[config.mk]
export PLATFORM = sky130hd
export DESIGN_NAME = if_fetch_unit
export DESIGN_NICKNAME = d
export VERILOG_FILES = /design/src/rtl/if_pkg.sv /design/src/rtl/fetch_fifo.sv /design/src/rtl/if_fetch_unit.sv
export SDC_FILE = /design/constraint.sdc
export NUM_CORES = 1
export LEC_CHECK = 0
export BUFFER_PORTS_ARGS = -buffer_cell sky130_fd_sc_hd__buf_2
export CAP_MARGIN = 15
export CORE_UTILIZATION = 58
export DETAILED_ROUTE_END_ITERATION = 16
export HOLD_SLACK_MARGIN = 0.03
export PLACE_DENSITY = 0.84
export SYNTH_ARGS = -nofsm -noshare
export SYNTH_HDL_FRONTEND = slang
export SYNTH_SLANG_ARGS = --single-unit
[constraint.sdc]
create_clock -name clk -period 3.6 [get_ports clk]
set_clock_uncertainty 0.05 [all_clocks]
set_input_delay 0.18 -clock clk [delete_from_list [all_inputs] [get_ports clk]]
set_output_delay 0.18 -clock clk [all_outputs]
set_load 0.02 [all_outputs]
[src/rtl/if_pkg.sv]
// Shared types for the instruction-fetch stage: the prefetch entry and instruction size.
// Pure declarations; no latency or backpressure of its own.
package if_pkg;

  localparam int XLEN        = 32;
  localparam int INSTR_BYTES = 4;

  typedef struct packed {
    logic [XLEN-1:0] pc_plus4;
    logic [XLEN-1:0] instr;
  } fetch_entry_t;

endpackage

[src/rtl/fetch_fifo.sv]
// Prefetch buffer: push/pop/flush FIFO of fetch entries; a push is visible at head one cycle later.
// Never refuses a pop of a valid head; upstream credit accounting keeps pushes away from a full buffer.
module fetch_fifo
  import if_pkg::*;
#(
  parameter int  DEPTH   = 4,
  parameter type entry_t = fetch_entry_t
) (
  input  logic                       clk,
  input  logic                       rst,
  input  logic                       push_vld,
  input  entry_t                     push_dat,
  input  logic                       pop_vld,
  input  logic                       flush_vld,
  output logic [$clog2(DEPTH+1)-1:0] count,
  output entry_t                     head_dat
);

  localparam int AW = $clog2(DEPTH);
  localparam int CW = $clog2(DEPTH + 1);

  entry_t        mem [DEPTH];
  logic [AW-1:0] rd_ptr;
  logic [AW-1:0] wr_ptr;
  logic          do_push;
  logic          do_pop;

  // Flush wins over everything so a redirect never leaves a stale entry behind.
  assign do_push = push_vld && !flush_vld && (int'(count) < DEPTH);
  assign do_pop  = pop_vld && !flush_vld && (count != '0);

  always_ff @(posedge clk or negedge rst) begin
    if (!rst) begin
      rd_ptr <= '0;
      wr_ptr <= '0;
      count  <= '0;
    end else if (flush_vld) begin
      rd_ptr <= '0;
      wr_ptr <= '0;
      count  <= '0;
    end else begin
      if (do_push) wr_ptr <= wr_ptr + AW'(1);
      if (do_pop)  rd_ptr <= rd_ptr + AW'(1);
      count <= count + CW'(do_push) - CW'(do_pop);
    end
  end

  always_ff @(posedge clk) begin
    if (do_push) mem[wr_ptr] <= push_dat;
  end

  assign head_dat = (count != '0) ? mem[rd_ptr] : '0;

  a_no_overflow: assert property (@(posedge clk) disable iff (!rst)
    !(push_vld && !flush_vld && int'(count) == DEPTH));

endmodule

[src/rtl/if_fetch_unit.sv]
// Instruction fetch: credit-limited sequential requests into a prefetch FIFO; response-to-output latency 1 cycle.
// Decode freeze holds the head while fetch continues until FIFO+in-flight credits are exhausted; branches flush and drop stale responses.
module if_fetch_unit
  import if_pkg::*;
#(
  parameter int           N        = 32,
  parameter int           DEPTH    = 4,
  parameter int           MAX_OUT  = 2,
  parameter logic [N-1:0] RESET_PC = '0
) (
  input  logic         clk,
  input  logic         rst,
  input  logic         freeze,
  input  logic         branch_taken,
  input  logic [N-1:0] branch_addr,
  output logic         imem_req,
  output logic [N-1:0] imem_addr,
  input  logic         imem_gnt,
  input  logic         imem_rvalid,
  input  logic [N-1:0] imem_rdata,
  output logic         valid_out,
  output logic [N-1:0] pc_out,
  output logic [N-1:0] instruction_out
);

  localparam int CW = $clog2(DEPTH + 1);
  localparam int OW = $clog2(MAX_OUT + 1);

  typedef struct packed {
    logic [N-1:0] pc_plus4;
    logic [N-1:0] instr;
  } entry_t;

  logic [N-1:0]  fetch_pc;
  logic [N-1:0]  rsp_pc;
  logic [N-1:0]  target;
  logic [OW-1:0] outstanding;
  logic [OW-1:0] outstanding_nxt;
  logic [OW-1:0] drop_cnt;
  logic [CW-1:0] count;
  logic          gnt_fire;
  logic          rsp_fire;
  logic          rsp_drop;
  logic          push_vld;
  logic          pop_vld;
  entry_t        push_dat;
  entry_t        head_dat;

  assign target = {branch_addr[N-1:2], 2'b00};

  // Slots in the FIFO are reserved at issue time, so a response always finds room.
  assign imem_req  = rst && !branch_taken
                   && (int'(outstanding) < MAX_OUT)
                   && (int'(count) + int'(outstanding) < DEPTH);
  assign imem_addr = fetch_pc;

  assign gnt_fire = imem_req && imem_gnt;
  // A response with nothing in flight is a protocol violation and is ignored.
  assign rsp_fire = imem_rvalid && (outstanding != '0);
  assign rsp_drop = rsp_fire && ((drop_cnt != '0) || branch_taken);
  assign push_vld = rsp_fire && !rsp_drop;
  assign pop_vld  = valid_out && !freeze && !branch_taken;

  assign outstanding_nxt = outstanding + OW'(gnt_fire) - OW'(rsp_fire);

  // rsp_pc tracks the address of the next response that will actually be kept.
  assign push_dat.pc_plus4 = rsp_pc + N'(INSTR_BYTES);
  assign push_dat.instr    = imem_rdata;

  always_ff @(posedge clk or negedge rst) begin
    if (!rst) begin
      fetch_pc    <= RESET_PC;
      rsp_pc      <= RESET_PC;
      outstanding <= '0;
      drop_cnt    <= '0;
    end else begin
      outstanding <= outstanding_nxt;
      if (branch_taken) begin
        fetch_pc <= target;
        rsp_pc   <= target;
        drop_cnt <= outstanding_nxt;
      end else begin
        if (gnt_fire) fetch_pc <= fetch_pc + N'(INSTR_BYTES);
        if (push_vld) rsp_pc <= rsp_pc + N'(INSTR_BYTES);
        if (rsp_fire && (drop_cnt != '0)) drop_cnt <= drop_cnt - OW'(1);
      end
    end
  end

  fetch_fifo #(
    .DEPTH   (DEPTH),
    .entry_t (entry_t)
  ) u_fifo (
    .clk       (clk),
    .rst       (rst),
    .push_vld  (push_vld),
    .push_dat  (push_dat),
    .pop_vld   (pop_vld),
    .flush_vld (branch_taken),
    .count     (count),
    .head_dat  (head_dat)
  );

  assign valid_out       = (count != '0);
  assign pc_out          = head_dat.pc_plus4;
  assign instruction_out = head_dat.instr;

  a_rvalid_in_flight: assert property (@(posedge clk) disable iff (!rst)
    !(imem_rvalid && outstanding == '0));

endmodule
[After elaboration in Yosys (flattened, before gate mapping)]
Memories as Yosys holds them, arrays and structs flattened.
Cells that the tools add are included.
Operators by class
  multiplexer cells: 14
  $lt $le $gt $ge: 3
  add/sub/neg operators: 10
  reductions and logical operators: 26
Operator list (count)
  $mux 32: 4
  $add 32x3->32 const B: 2
  $mux 64: 1
  $logic_and 1x1->1: 14
  $reduce_bool 2->1: 7
  $mux 2: 6
  $add 2x1->2 const B: 2
  $add 3x2->4: 1
  $lt 4x3->1 const B: 1
  $add 3x1->3: 1
  $logic_not 1->1: 3
  $lt 3x3->1 const B: 1
  $mux 3: 1
  $reduce_bool 3->1: 1
  $sub 3x1->3: 1
  $add 2x1->2: 1
  $lt 2x2->1 const B: 1
  $mux 1: 2
  $sub 2x1->2: 1
  $sub 2x1->2 const B: 1
  $logic_or 1x1->1: 1
Storage, ports and cells
  logic and storage cells: 61
  register bits after elaboration: 75
  bits of input ports: 70
  RAM bits: 256
  output and inout bits: 98
  memories kept: 1
Memories
  u_fifo.mem: words 4, bits a word 64, rd ports 1, clocked after memory_dff 0, write ports 1, line fetch_fifo.sv:22  | entry_t mem [DEPTH];

[Logic depth before layout (Yosys ltp)]
Gate-level depths: netlist of run 1.
  depth in word-level cells: 10
  mapped depth: 13

[Hierarchy]
A second synthesis of run 1 with hierarchy kept.
Second synthesis, totals
  cells, all modules: 929
  area total of the unflattened synthesis: 14295.0 µm²
Modules (own cells, without submodules)
  fetch_fifo: area an instance 10098.4 µm², times used 1, cells each 450
  if_fetch_unit: area an instance 4196.5 µm², times used 1, cells each 479

[Least setup slack after synthesis of run 1]
OpenSTA, ideal clock, no wires.
  path kind: register to register
  from: register drop_cnt[0]
  to: memory u_fifo.mem[1][0] (netlist name), enable pin
  library setup time: 426 ps
  data arrival time: 2642 ps
  path slack: 481 ps
  path buffers: 0
  stages on the path, launching flop included: 6
  cells stage by stage: dfrtp_1 inv_1 ha_1 o211ai_1 nor3_1 and2_1
Between the ends
  longest elaborated chain between the ends: 9
Ends and longest elaborated chain
  start, declared: line if_fetch_unit.sv:39  | logic [OW-1:0] drop_cnt;
  start signal, assigned: line if_fetch_unit.sv:81  | drop_cnt <= outstanding_nxt;
  start signal, assigned: line if_fetch_unit.sv:85  | if (rsp_fire && (drop_cnt != '0)) drop_cnt <= drop_cnt - OW'(1);
  $reduce_bool 2->1: line if_fetch_unit.sv:60  | assign rsp_drop = rsp_fire && ((drop_cnt != '0) || branch_taken);
  $logic_or 1x1->1: line if_fetch_unit.sv:60
  $logic_and 1x1->1: line if_fetch_unit.sv:60
  $logic_not 1->1: line if_fetch_unit.sv:61  | assign push_vld = rsp_fire && !rsp_drop;
  $logic_and 1x1->1: line if_fetch_unit.sv:61
  $logic_and 1x1->1 (2 in series): line fetch_fifo.sv:29  | assign do_push = push_vld && !flush_vld && (int'(count) < DEPTH);
  $mux 1: line fetch_fifo.sv:49  | if (do_push) mem[wr_ptr] <= push_dat;
  $mux 1 (implied by the code): line fetch_fifo.sv:49
  end, declared: line fetch_fifo.sv:22
No other way between the ends.

[Worst setup path after layout of run 1]
  from: register u_fifo.rd_ptr[0]
  to: output port pc_out[5]
Between the ends
  longest elaborated chain between the ends: 2
Ends and longest elaborated chain
  start, declared: line fetch_fifo.sv:23  | logic [AW-1:0] rd_ptr;
  start signal, assigned: line fetch_fifo.sv:43  | if (do_pop) rd_ptr <= rd_ptr + AW'(1);
  $mem_v2 4x64
  $mux 64: line fetch_fifo.sv:52  | assign head_dat = (count != '0) ? mem[rd_ptr] : '0;
  end, declared: line if_fetch_unit.sv:22  | output logic [N-1:0] pc_out,
No other way between the ends.

==> out/qor.csv, run 1 <==
stage,metric,value,unit
detailed_routing,wl,31600,um
sta,setup_viol_count_final,0,
clocking,cts_tree,built,
setup_path,rrSetupSlack,850,ps
placement,gp_congestion,0.877,
sta,drv_slew,0,
floorplan,start_util,59.3,%
setup_path,critPathKind,register to output port,
sta,finalCriticalPeriod,2820,ps
yosys,synth_seq_area_share,66.3,%
finish,fin_area,0.0167,sq mm
clocking,cts_made_buffers,31,
outcome,status,completed,
detailed_routing,drc,0,
power_and_ir_drop,p_per_area,629,mW/mm^2
finish,drive_gt1_share,26.7,%
finish,antenna_cells,0,
clocking,cts_root_buf,clkbuf_16,
setup_path,crit_fanout,29,
yosys,synth_common_cells,"edfxtp_1 (248), dfrtp_1 (71), nand2_1 (66), nor2b_1 (64), mux4_2 (62)",
sta,hold_slack,138,ps
flow_run,drv_cap,0,
yosys,synth_top_area_cell,edfxtp_1,
yosys,ys_types,53,
yosys,ys_ff_latch,319,
floorplan,die_h,157,um
setup_path,r2r_start,outstanding[1],
setup_path,critPathLaunchType,register,
yosys,syn_inst,913,
sta,rsz0062_at_grt,no,
global_routing,grt_pass1_vias,8825,
clocking,clockBufferDepth,3,
setup_path,worstSetupEndpointType,output port,
finish,fillerInstances,1430,
detailed_routing,drt-pass1-iter-count,5,
yosys,syn_avg_cell_area,15.2,sq um
detailed_routing,routedWlPerCell,21.3,um
setup_path,required,3370,ps
yosys,synth_edf_count,248,
floorplan,die_area,0.0246,sq mm
yosys,synth_top_area_share,53.5,%
clocking,clk_latency,560,ps
clocking,clk_pin_slew_worst_paths,70,ps
sta,worstMarginPinSlew,857,ps
detailed_routing,num_vias,8731,
setup_path,worstSetupEndpoint,pc_out[5],
floorplan,std_cell_rows,56,
setup_path,startpoint,u_fifo.rd_ptr[0],
sta,relSlewSlack,42.7,%
yosys,synth.area.top_cells,"edfxtp_1 (54%), dfrtp_1 (13%), mux4_2 (10%)",
setup_path,arrival,2590,ps
floorplan,ios,168,
detailed_routing,drt_iter0_markers,686,
placement,placedInstanceArea,0.0151,sq mm
setup_path,reg2regPathDepth,11,
sta,hold_viol,0,
floorplan,die_w,157,um
clocking,post_cts_buffers,0,
detailed_routing,avgViaCountPerCell,5.89,
yosys,synthesis.area,0.0139,sq mm
global_routing,grt_overflow,0,
finish,final_util,71.2,%
clocking,htreeDepth,1,
global_routing,antenna_found_initial,2,
global_routing,grt_pass1_wl,48700,um
setup_path,r2r-end,drop_cnt[1],
worst_hold_path,min_path_type,primary input to register,
yosys,yosysMostFrequentCell,edfxtp_1,
global_routing,grt_start_max_net_pins,65,
detailed_routing,final_antenna_net_count,0,
clocking,clock-sinks,319,
finish,fin_cells,1482,
yosys,async_reset_ff_share,22.3,%
finish,area.growth.synth_to_final,20.2,%
power_and_ir_drop,leakage,6.00,nW
finish,final_nets,1221,
finish,multi_input_area,0.00439,sq mm
power_and_ir_drop,ir_drop,0.340,mV
yosys,yosysWarnings,0,
placement,post-place-cells,1360,
global_routing,grt_usage,26.3,%
sta,period_share,78.3,%
sta,setup_tns,0,ps
yosys,synth_ff_type,edfxtp_1,
placement,port_buffers,161,
floorplan,core_area,0.0235,sq mm
finish,regArea,0.00923,sq mm
sta,max_freq,0.355,GHz
placement,hpwlAfterDp,18200,um
==> placed cells by master (no fill, tap or decap), types with 8 or more instances in the layout <==
cell type,Yosys,final
mux4_2,62,62
buf_4,4,9
clkbuf_1,28,8
ha_1,12,12
nor2b_1,64,64
o21ai_0,32,32
inv_1,18,18
edfxtp_1,248,248
dfrtp_1,71,69
nand4_1,32,32
clkbuf_16,0,31
buf_2,17,161
dlygate4sd3_1,0,64
xnor2_1,40,40
nor2_1,39,39
o211ai_1,12,12
nor3_1,9,8
nand2_1,66,66
xor2_1,30,30
and3_1,10,10
nand3_1,35,35
a21oi_1,13,13
==> layer usage <==
| layer | vias to the layer above | track usage, % | wire length [um] |
|---|---|---|---|
| met5 | - | 0 | 10 |
| met4 | 2 | 7.24 | 563 |
| met3 | 46 | 4.49 | 2350 |
| met2 | 415 | 44.7 | 15800 |
| met1 | 4367 | 35.2 | 12800 |
| li1 | 3901 | - | - |
==> worst max-delay path, stage by stage, from the launching register on <==
cell     delay [ps]
dfrtp_4         790
buf_4           310
mux4_2          540
nor2b_1         160
buf_2           210
==> sequential cells by signal, summed over array words and instances, names as in the netlist <==
name / count
u_fifo.mem: 248
imem_addr: 30
u_fifo.count: 3
u_fifo.wr_ptr: 2
outstanding: 2
rsp_pc: 30
u_fifo.rd_ptr: 2
drop_cnt: 2
==> layout make-up <==
type	count	share of cell area, %
flip-flops and latches	319	55.2
multi-input cells	526	26.3
repair buffers	240	9.77
clock buffers	39	4.82
well taps	319	2.39
clock inverters	19	1.11
inverters	20	0.449
==> power breakdown <==
group	leakage [nW]	internal (mW)	switching [mW]
combinational	2.44	1.19	1.62
clock	0.470	1.81	1.35
sequential	3.09	4.26	0.296
total	6.00	7.25	3.26
==> how the worst min path moves through the flow <==
stage	end	cells after the start	startpoint
after floorplan	drop_cnt[0]	0	rst
after global placement	imem_addr[14]	2	rst
after detailed placement	imem_addr[14]	2	rst
after CTS	imem_addr[12]	4	imem_gnt
after global routing	imem_addr[3]	4	imem_gnt
final	imem_addr[12]	4	imem_gnt
==> timing repair <==
item                                   4_1_cts  5_1_grt
hold buffers                                64        0
endpoints found under the hold margin      215        0
resized for setup                            0        0
==> per-stage QoR <==
stage          setup WS (ps)  total power, mW
2_1_floorplan            481             6.48
3_3_place_gp             945             7.27
3_5_place_dp             845             7.34
4_1_cts                  707             10.6
5_1_grt                  618             11.0
6_report                 781             10.5
==> cells by family (layout without fill, tap and decap cells) <==
kind of cell / count (synthesis) / after routing / synth area share, %
buffers and inverters: 71 / 318 / 2.28
AOI/OAI and AO/OA: 84 / 84 / 3.81
xor gates and xnor gates: 70 / 70 / 4.41
and+or+nand+nor: 288 / 288 / 11.5
adders and majority gates: 13 / 13 / 1.22
DFF: 319 / 319 / 66.3
muxes: 67 / 67 / 10.4
other: 1 / 4 / 0.0270
No activity file was read; power rests on OpenSTA's default activity.
==> run 2: changes to the inputs <==
--- a/config.mk
+++ b/config.mk
@@ -5,9 +5,10 @@
 export SDC_FILE = /design/constraint.sdc
 export NUM_CORES = 1
 export LEC_CHECK = 0
+export ABC_AREA = 1
 export BUFFER_PORTS_ARGS = -buffer_cell sky130_fd_sc_hd__buf_2
 export CAP_MARGIN = 15
-export CORE_UTILIZATION = 58
+export CORE_UTILIZATION = 59
 export DETAILED_ROUTE_END_ITERATION = 16
 export HOLD_SLACK_MARGIN = 0.03
 export PLACE_DENSITY = 0.84
==> constraint.sdc (replaced) <==
create_clock -name clk -period 2.96 [get_ports clk]
set_clock_uncertainty 0.05 [all_clocks]
set_input_delay 0.148 -clock clk [delete_from_list [all_inputs] [get_ports clk]]
set_output_delay 0.148 -clock clk [all_outputs]
set_load 0.02 [all_outputs]
==> out/qor.csv, run 2 <==
stage,metric,value,unit
finish,largest_register,u_fifo.mem,
floorplan,core_area,0.0243,sq mm
floorplan,die_w,159,um
setup_path,path_common_cell,nor2_1,
setup_path,worstSetupEndpointType,output port,
yosys,ys_ff_latch,319,
clocking,clock-sinks,319,
setup_path,path_buf_inv,2,
yosys,synth_ff_type,edfxtp_1,
finish,final_nets,1774,
power_and_ir_drop,p_int,8.92,mW
clocking,htreeDepth,1,
outcome,status,completed,
detailed_routing,wl_met1,14600,um
setup_path,worstPathCellList,buf_4 > nor2_1 > nor2_1 > o21ai_0 > a21oi_1 > buf_2,
setup_path,rrSetupSlack,380,ps
clocking,cts_made_buffers,30,
yosys,synth_edf_count,248,
clocking,cts_root_buf,clkbuf_16,
setup_path,cpMaxStageDelayCell,dfrtp_4,
yosys,async_reset_ff_share,22.3,%
detailed_routing,wl_met2,18100,um
sta,hold_viol,0,
flow_run,drv_cap,0,
sta,drv_slew,0,
yosys,yosysWarnings,0,
detailed_routing,dr_wl_met3,3130,um
yosys,syn_inst,1472,
global_routing,grt_start_max_net_pins,86,
placement,place_worst_setup_slack,527,ps
yosys,ys_types,41,
yosys,synth_common_cells,"nor2_1 (323), edfxtp_1 (248), nand2_1 (238), o21ai_0 (151), inv_1 (93)",
detailed_routing,drt_iter0_markers,1131,
detailed_routing,routedWlPerCell,18.1,um
setup_path,arrival,2450,ps
setup_path,crit_fanout,37,
detailed_routing,num_vias,11510,
global_routing,grt_usage,29.0,%
clocking,clk_latency,550,ps
finish,fillerInstances,1617,
clocking,clk_pin_slew_worst_paths,70,ps
setup_path,critPathKind,register to output port,
global_routing,antenna_found_initial,0,
finish,largest_register_ffs,248,
power_and_ir_drop,p_seq_share,40.2,%
placement,port_buffers,161,
power_and_ir_drop,p_per_area,808,mW/mm^2
clocking,clockBufferDepth,3,
setup_path,reg2regPathDepth,10,
setup_path,critPathLaunchType,register,
setup_path,required,2760,ps
sta,fin_ws,313,ps
yosys,syn_avg_cell_area,9.93,sq um
finish,mostFrequentLayoutCell,nor2_1,
yosys,yosysMostFrequentCell,nor2_1,
setup_path,r2r_start,u_fifo.count[1],
floorplan,std_cell_rows,57,
setup_path,r2r-end,imem_addr[10],
power_and_ir_drop,leakage,7.04,nW
power_and_ir_drop,ir_drop,0.530,mV
finish,antenna_cells,0,
sta,setup_tns,0,ps
global_routing,grt_pass1_wl,58100,um
floorplan,start_util,60.1,%
detailed_routing,final_antenna_net_count,0,
setup_path,crit_family,flip-flops,
yosys,synthesis.area,0.0146,sq mm
detailed_routing,drc,0,
yosys,synth_seq_area_share,63.1,%
detailed_routing,wl,36800,um
finish,drive_gt1_share,16.4,%
sta,period_share,89.4,%
finish,area.growth.synth_to_final,19.5,%
clocking,cts_tree,built,
detailed_routing,top_layer_used,met4,
sta,finalCriticalPeriod,2650,ps
setup_path,slowest_delay,710,ps
sta,hold_slack,199,ps
global_routing,grt_pass1_vias,11297,
power_and_ir_drop,switchingPower,5.19,mW
sta,worstMarginPinSlew,804,ps
sta,relSlewSlack,46.4,%
clocking,post_cts_buffers,0,
placement,gp_congestion,0.940,
sta,setup_viol_count_final,0,
floorplan,die_h,159,um
finish,final_cell_mix,"nor2_1 (319), edfxtp_1 (248), nand2_1 (238), buf_2 (161), o21ai_0 (151)",
placement,hpwlAfterDp,21900,um
detailed_routing,avgViaCountPerCell,5.64,
sta,rsz0062_at_grt,no,
yosys,synth_top_area_cell,edfxtp_1,
yosys,synth.area.top_cells,"edfxtp_1 (51%), dfrtp_1 (12%), nor2_1 (8.3%)",
floorplan,ios,168,
yosys,synth_top_area_share,50.9,%
power_and_ir_drop,clkPwrFrac,27.6,%
global_routing,grt_overflow,0,
sta,max_freq,0.378,GHz
worst_hold_path,min_path_type,primary input to async pin,
power_and_ir_drop,p_sw_share,36.8,%
floorplan,die_area,0.0254,sq mm
power_and_ir_drop,p_comb_share,32.3,%
detailed_routing,drt-pass1-iter-count,6,
[run 2: changes by cell type in the layout (fill, tap and decap cells not counted), sizes merged, moves of 9 or more]
cell / delta
a21oi: +71
and3: -9
inv: +79
mux4: -62
nand2: +181
nand3: +25
nand4: -25
nor2: +305
nor2b: -64
o21ai: +121
xnor2: -32
[run 2: layout make-up]
class	instances	area [sq um]	share of cell area [%]
Clock buffer	44	855	4.89
Clock inverter	12	141	0.810
Inverter	100	375	2.15
Multi-Input combinational cell	989	4740	27.2
Sequential cell	319	9230	52.9
Tap cell	324	405	2.32
Timing Repair Buffer	251	1710	9.82
[run 2: power groups by stage]
| stage | sequential [mW] | clock, mW | combinational [mW] |
|---|---|---|---|
| 3_3_place_gp | 5.72 | 0 | 4.26 |
| 5_1_grt | 5.71 | 4.11 | 4.97 |
| 4_1_cts | 5.65 | 3.93 | 4.51 |
| 2_1_floorplan | 5.68 | 0 | 2.95 |
| 3_5_place_dp | 5.73 | 0 | 4.39 |
| 6_report | 5.67 | 3.89 | 4.56 |
[run 2: stage by stage]
stage / total power, mW / std cells / utilization, % / cell area, sq um
final: 14.1 / 2039 / 71.8 / 17500
after global routing: 14.8 / 2039 / 71.8 / 17500
after CTS: 14.1 / 2039 / 71.8 / 17500
after detailed placement: 10.1 / 1915 / 64.9 / 15800
after global placement: 9.98 / 1915 / 64.9 / 15800
after floorplan: 8.63 / 1475 / - / 14600
[run 2: what timing repair did]
item                                   CTS  global route
hold buffers                            68             0
resized for setup                        0             0
endpoints found under the hold margin  220             0
[run 2: layer usage]
| layer | vias to the layer above | global-route usage (%) |
|---|---|---|
| li1 | 5370 | - |
| met1 | 5486 | 37.9 |
| met2 | 571 | 50.4 |
| met3 | 83 | 3.96 |
| met4 | 0 | 9.22 |
| met5 | - | 0 |
[run 2: kinds of logic (layout without fill, tap and decap cells)]
kind of cell,count (synthesis),in the layout,share of synthesized area (%)
AOI/OAI and AO/OA,262,262,9.42
xor gates and xnor gates,31,31,2.01
adders and majority gates,13,13,1.16
buffers and inverters,167,407,4.74
DFF,319,319,63.1
other,1,4,0.0257
and+or+nand+nor,679,679,19.5
[run 2: worst max-delay path by stage]
stage                startpoint                  end  cells past startpoint
5_1_grt        u_fifo.rd_ptr[0]  instruction_out[19]                      6
4_1_cts        u_fifo.rd_ptr[0]  instruction_out[17]                      6
2_1_floorplan       drop_cnt[0]     u_fifo.mem[0][0]                      6
6_report       u_fifo.rd_ptr[0]  instruction_out[16]                      6
3_5_place_dp    u_fifo.count[1]          drop_cnt[1]                     12
3_3_place_gp    u_fifo.count[1]          drop_cnt[1]                     12
[run 2: tightest hold or removal path, cell delays in order]
cell and delay (ps):
dlygate4sd3_1 520, buf_2 170, buf_4 390
==> run 3: changes to the inputs <==
--- a/config.mk
+++ b/config.mk
@@ -5,10 +5,9 @@
 export SDC_FILE = /design/constraint.sdc
 export NUM_CORES = 1
 export LEC_CHECK = 0
-export ABC_AREA = 1
 export BUFFER_PORTS_ARGS = -buffer_cell sky130_fd_sc_hd__buf_2
 export CAP_MARGIN = 15
-export CORE_UTILIZATION = 59
+export CORE_UTILIZATION = 58
 export DETAILED_ROUTE_END_ITERATION = 16
 export HOLD_SLACK_MARGIN = 0.03
 export PLACE_DENSITY = 0.84
==> out/qor.csv, run 3 (synthesis results as in run 1) <==
stage,metric,value,unit
finish,mostFrequentLayoutCell,edfxtp_1,
floorplan,die_h,157,um
power_and_ir_drop,ir_drop,0.451,mV
clocking,cts_tree,built,
clocking,cts_resized,0,
setup_path,worstPathCellList,inv_1 > ha_1 > o211ai_1 > nor3_1 > and2_2 > buf_12,
power_and_ir_drop,leakage,6.04,nW
sta,setup_viol_count_final,0,
sta,period_share,85.0,%
floorplan,std_cell_rows,56,
detailed_routing,routedWlPerCell,21.3,um
finish,largest_register,u_fifo.mem,
clocking,cts_root_buf,clkbuf_16,
outcome,status,completed,
setup_path,crit_fanout,35,
setup_path,critPathKind,register to register,
detailed_routing,num_vias,8883,
finish,largest_register_ffs,248,
detailed_routing,drc,0,
clocking,clockBufferDepth,3,
clocking,holdBufCountCts,65,
finish,final_util,71.4,%
finish,final_cell_mix,"edfxtp_1 (248), buf_2 (161), dfrtp_1 (69), nand2_1 (66), dlygate4sd3_1 (65)",
worst_hold_path,hold_path_depth,4,
placement,post-place-cells,1365,
placement,hpwlAfterDp,18600,um
setup_path,arrival,2690,ps
global_routing,grt_pass1_vias,8816,
floorplan,ios,168,
clocking,clk_latency,560,ps
floorplan,die_area,0.0246,sq mm
floorplan,core_area,0.0235,sq mm
power_and_ir_drop,total_power,12.7,mW
sta,setup_tns,0,ps
finish,antenna_cells,0,
finish,fin_cells,1488,
sta,fin_ws,444,ps
setup_path,required,3140,ps
global_routing,grt_usage,26.3,%
setup_path,reg2regPathDepth,6,
setup_path,r2r_start,drop_cnt[0],
global_routing,grt_start_max_net_pins,65,
placement,place_worst_setup_slack,430,ps
sta,relSlewSlack,47.7,%
flow_run,drv_cap,0,
detailed_routing,drt-pass1-iter-count,6,
clocking,post_cts_buffers,0,
finish,area.growth.synth_to_final,20.5,%
global_routing,grt_pass1_wl,48700,um
sta,hold_slack,147,ps
power_and_ir_drop,p_per_area,759,mW/mm^2
setup_path,cpMaxStageDelayCell,nor3_1,
global_routing,antenna_found_initial,0,
clocking,htreeDepth,1,
finish,fin_area,0.0168,sq mm
setup_path,worstSetupEndpointType,register,
setup_path,rrSetupSlack,440,ps
detailed_routing,avgViaCountPerCell,5.97,
worst_hold_path,min_path_type,primary input to register,
sta,hold_viol,0,
floorplan,die_w,157,um
finish,fillerInstances,1420,
setup_path,r2r-end,u_fifo.mem[1][0],
sta,drv_slew,0,
finish,final_nets,1227,
detailed_routing,drt_iter0_markers,716,
clocking,clk_pin_slew_worst_paths,70,ps
clocking,clock-sinks,319,
finish,drive_gt1_share,26.9,%
placement,gp_congestion,0.867,
worst_hold_path,hp-start,imem_rvalid,
worst_hold_path,hold_end,rsp_pc[3],
sta,finalCriticalPeriod,2520,ps
global_routing,grt_overflow,0,
detailed_routing,final_antenna_net_count,0,
floorplan,start_util,59.3,%
detailed_routing,wl,31700,um
setup_path,slowest_delay,460,ps
sta,worstMarginPinSlew,777,ps
sta,max_freq,0.397,GHz
setup_path,critPathLaunchType,register,
clocking,cts_made_buffers,31,
sta,rsz0062_at_grt,no,
placement,placedInstanceArea,0.0152,sq mm
placement,port_buffers,161,
==> run 3: changes by cell type in the layout (fill, tap and decap cells not counted), sizes merged, moves of 32 or more <==
cell   before  now
nor2      344   39
nand2     248   67
mux4        0   62
nor2b       0   64
a21oi      84   13
xnor2       8   40
o21ai     153   32
inv       100   21
==> run 3: layer usage <==
layer  vias up  track usage (%)  share of wire [%]
met4         0             7.47                2.4
met2       522             45.8                 50
li1       3921                -                  -
met5         -                0                  0
met1      4379             34.3                 38
met3        61             4.21                8.8
==> run 3: worst max-delay path by stage <==
stage          depth (start not counted)        start                 to  slack, ps
2_1_floorplan                          5  drop_cnt[0]   u_fifo.mem[0][0]        510
3_3_place_gp                           6  drop_cnt[0]  u_fifo.mem[1][24]        500
3_5_place_dp                           6  drop_cnt[0]  u_fifo.mem[1][24]        430
4_1_cts                                6  drop_cnt[0]  u_fifo.mem[1][16]        400
5_1_grt                                9  drop_cnt[0]    u_fifo.count[2]        250
6_report                               6  drop_cnt[0]   u_fifo.mem[1][0]        440
==> run 3: layout make-up <==
cell class              instances  area, sq um  area share, %
flip-flops and latches        319         9230           55.0
multi-input cells             526         4390           26.2
repair buffers                246         1710           10.2
clock buffers                  39          806           4.81
well taps                     319          399           2.38
clock inverters                19          159          0.948
inverters                      20         75.1          0.448
==> run 3: worst max-delay path, delay by kind of cell (launching register included) <==
kind | cells | cell delay, ps
adders and majority gates | 1 | 190
AOI/OAI and AO/OA | 1 | 320
DFF | 1 | 390
buffers and inverters | 2 | 350
and+or+nand+nor | 2 | 880
==> run 3: power breakdown <==
group,switching [mW],total [mW],internal [mW]
Clock,1.65,3.76,2.11
Combinational,2.07,3.53,1.46
Sequential,0.265,5.44,5.18
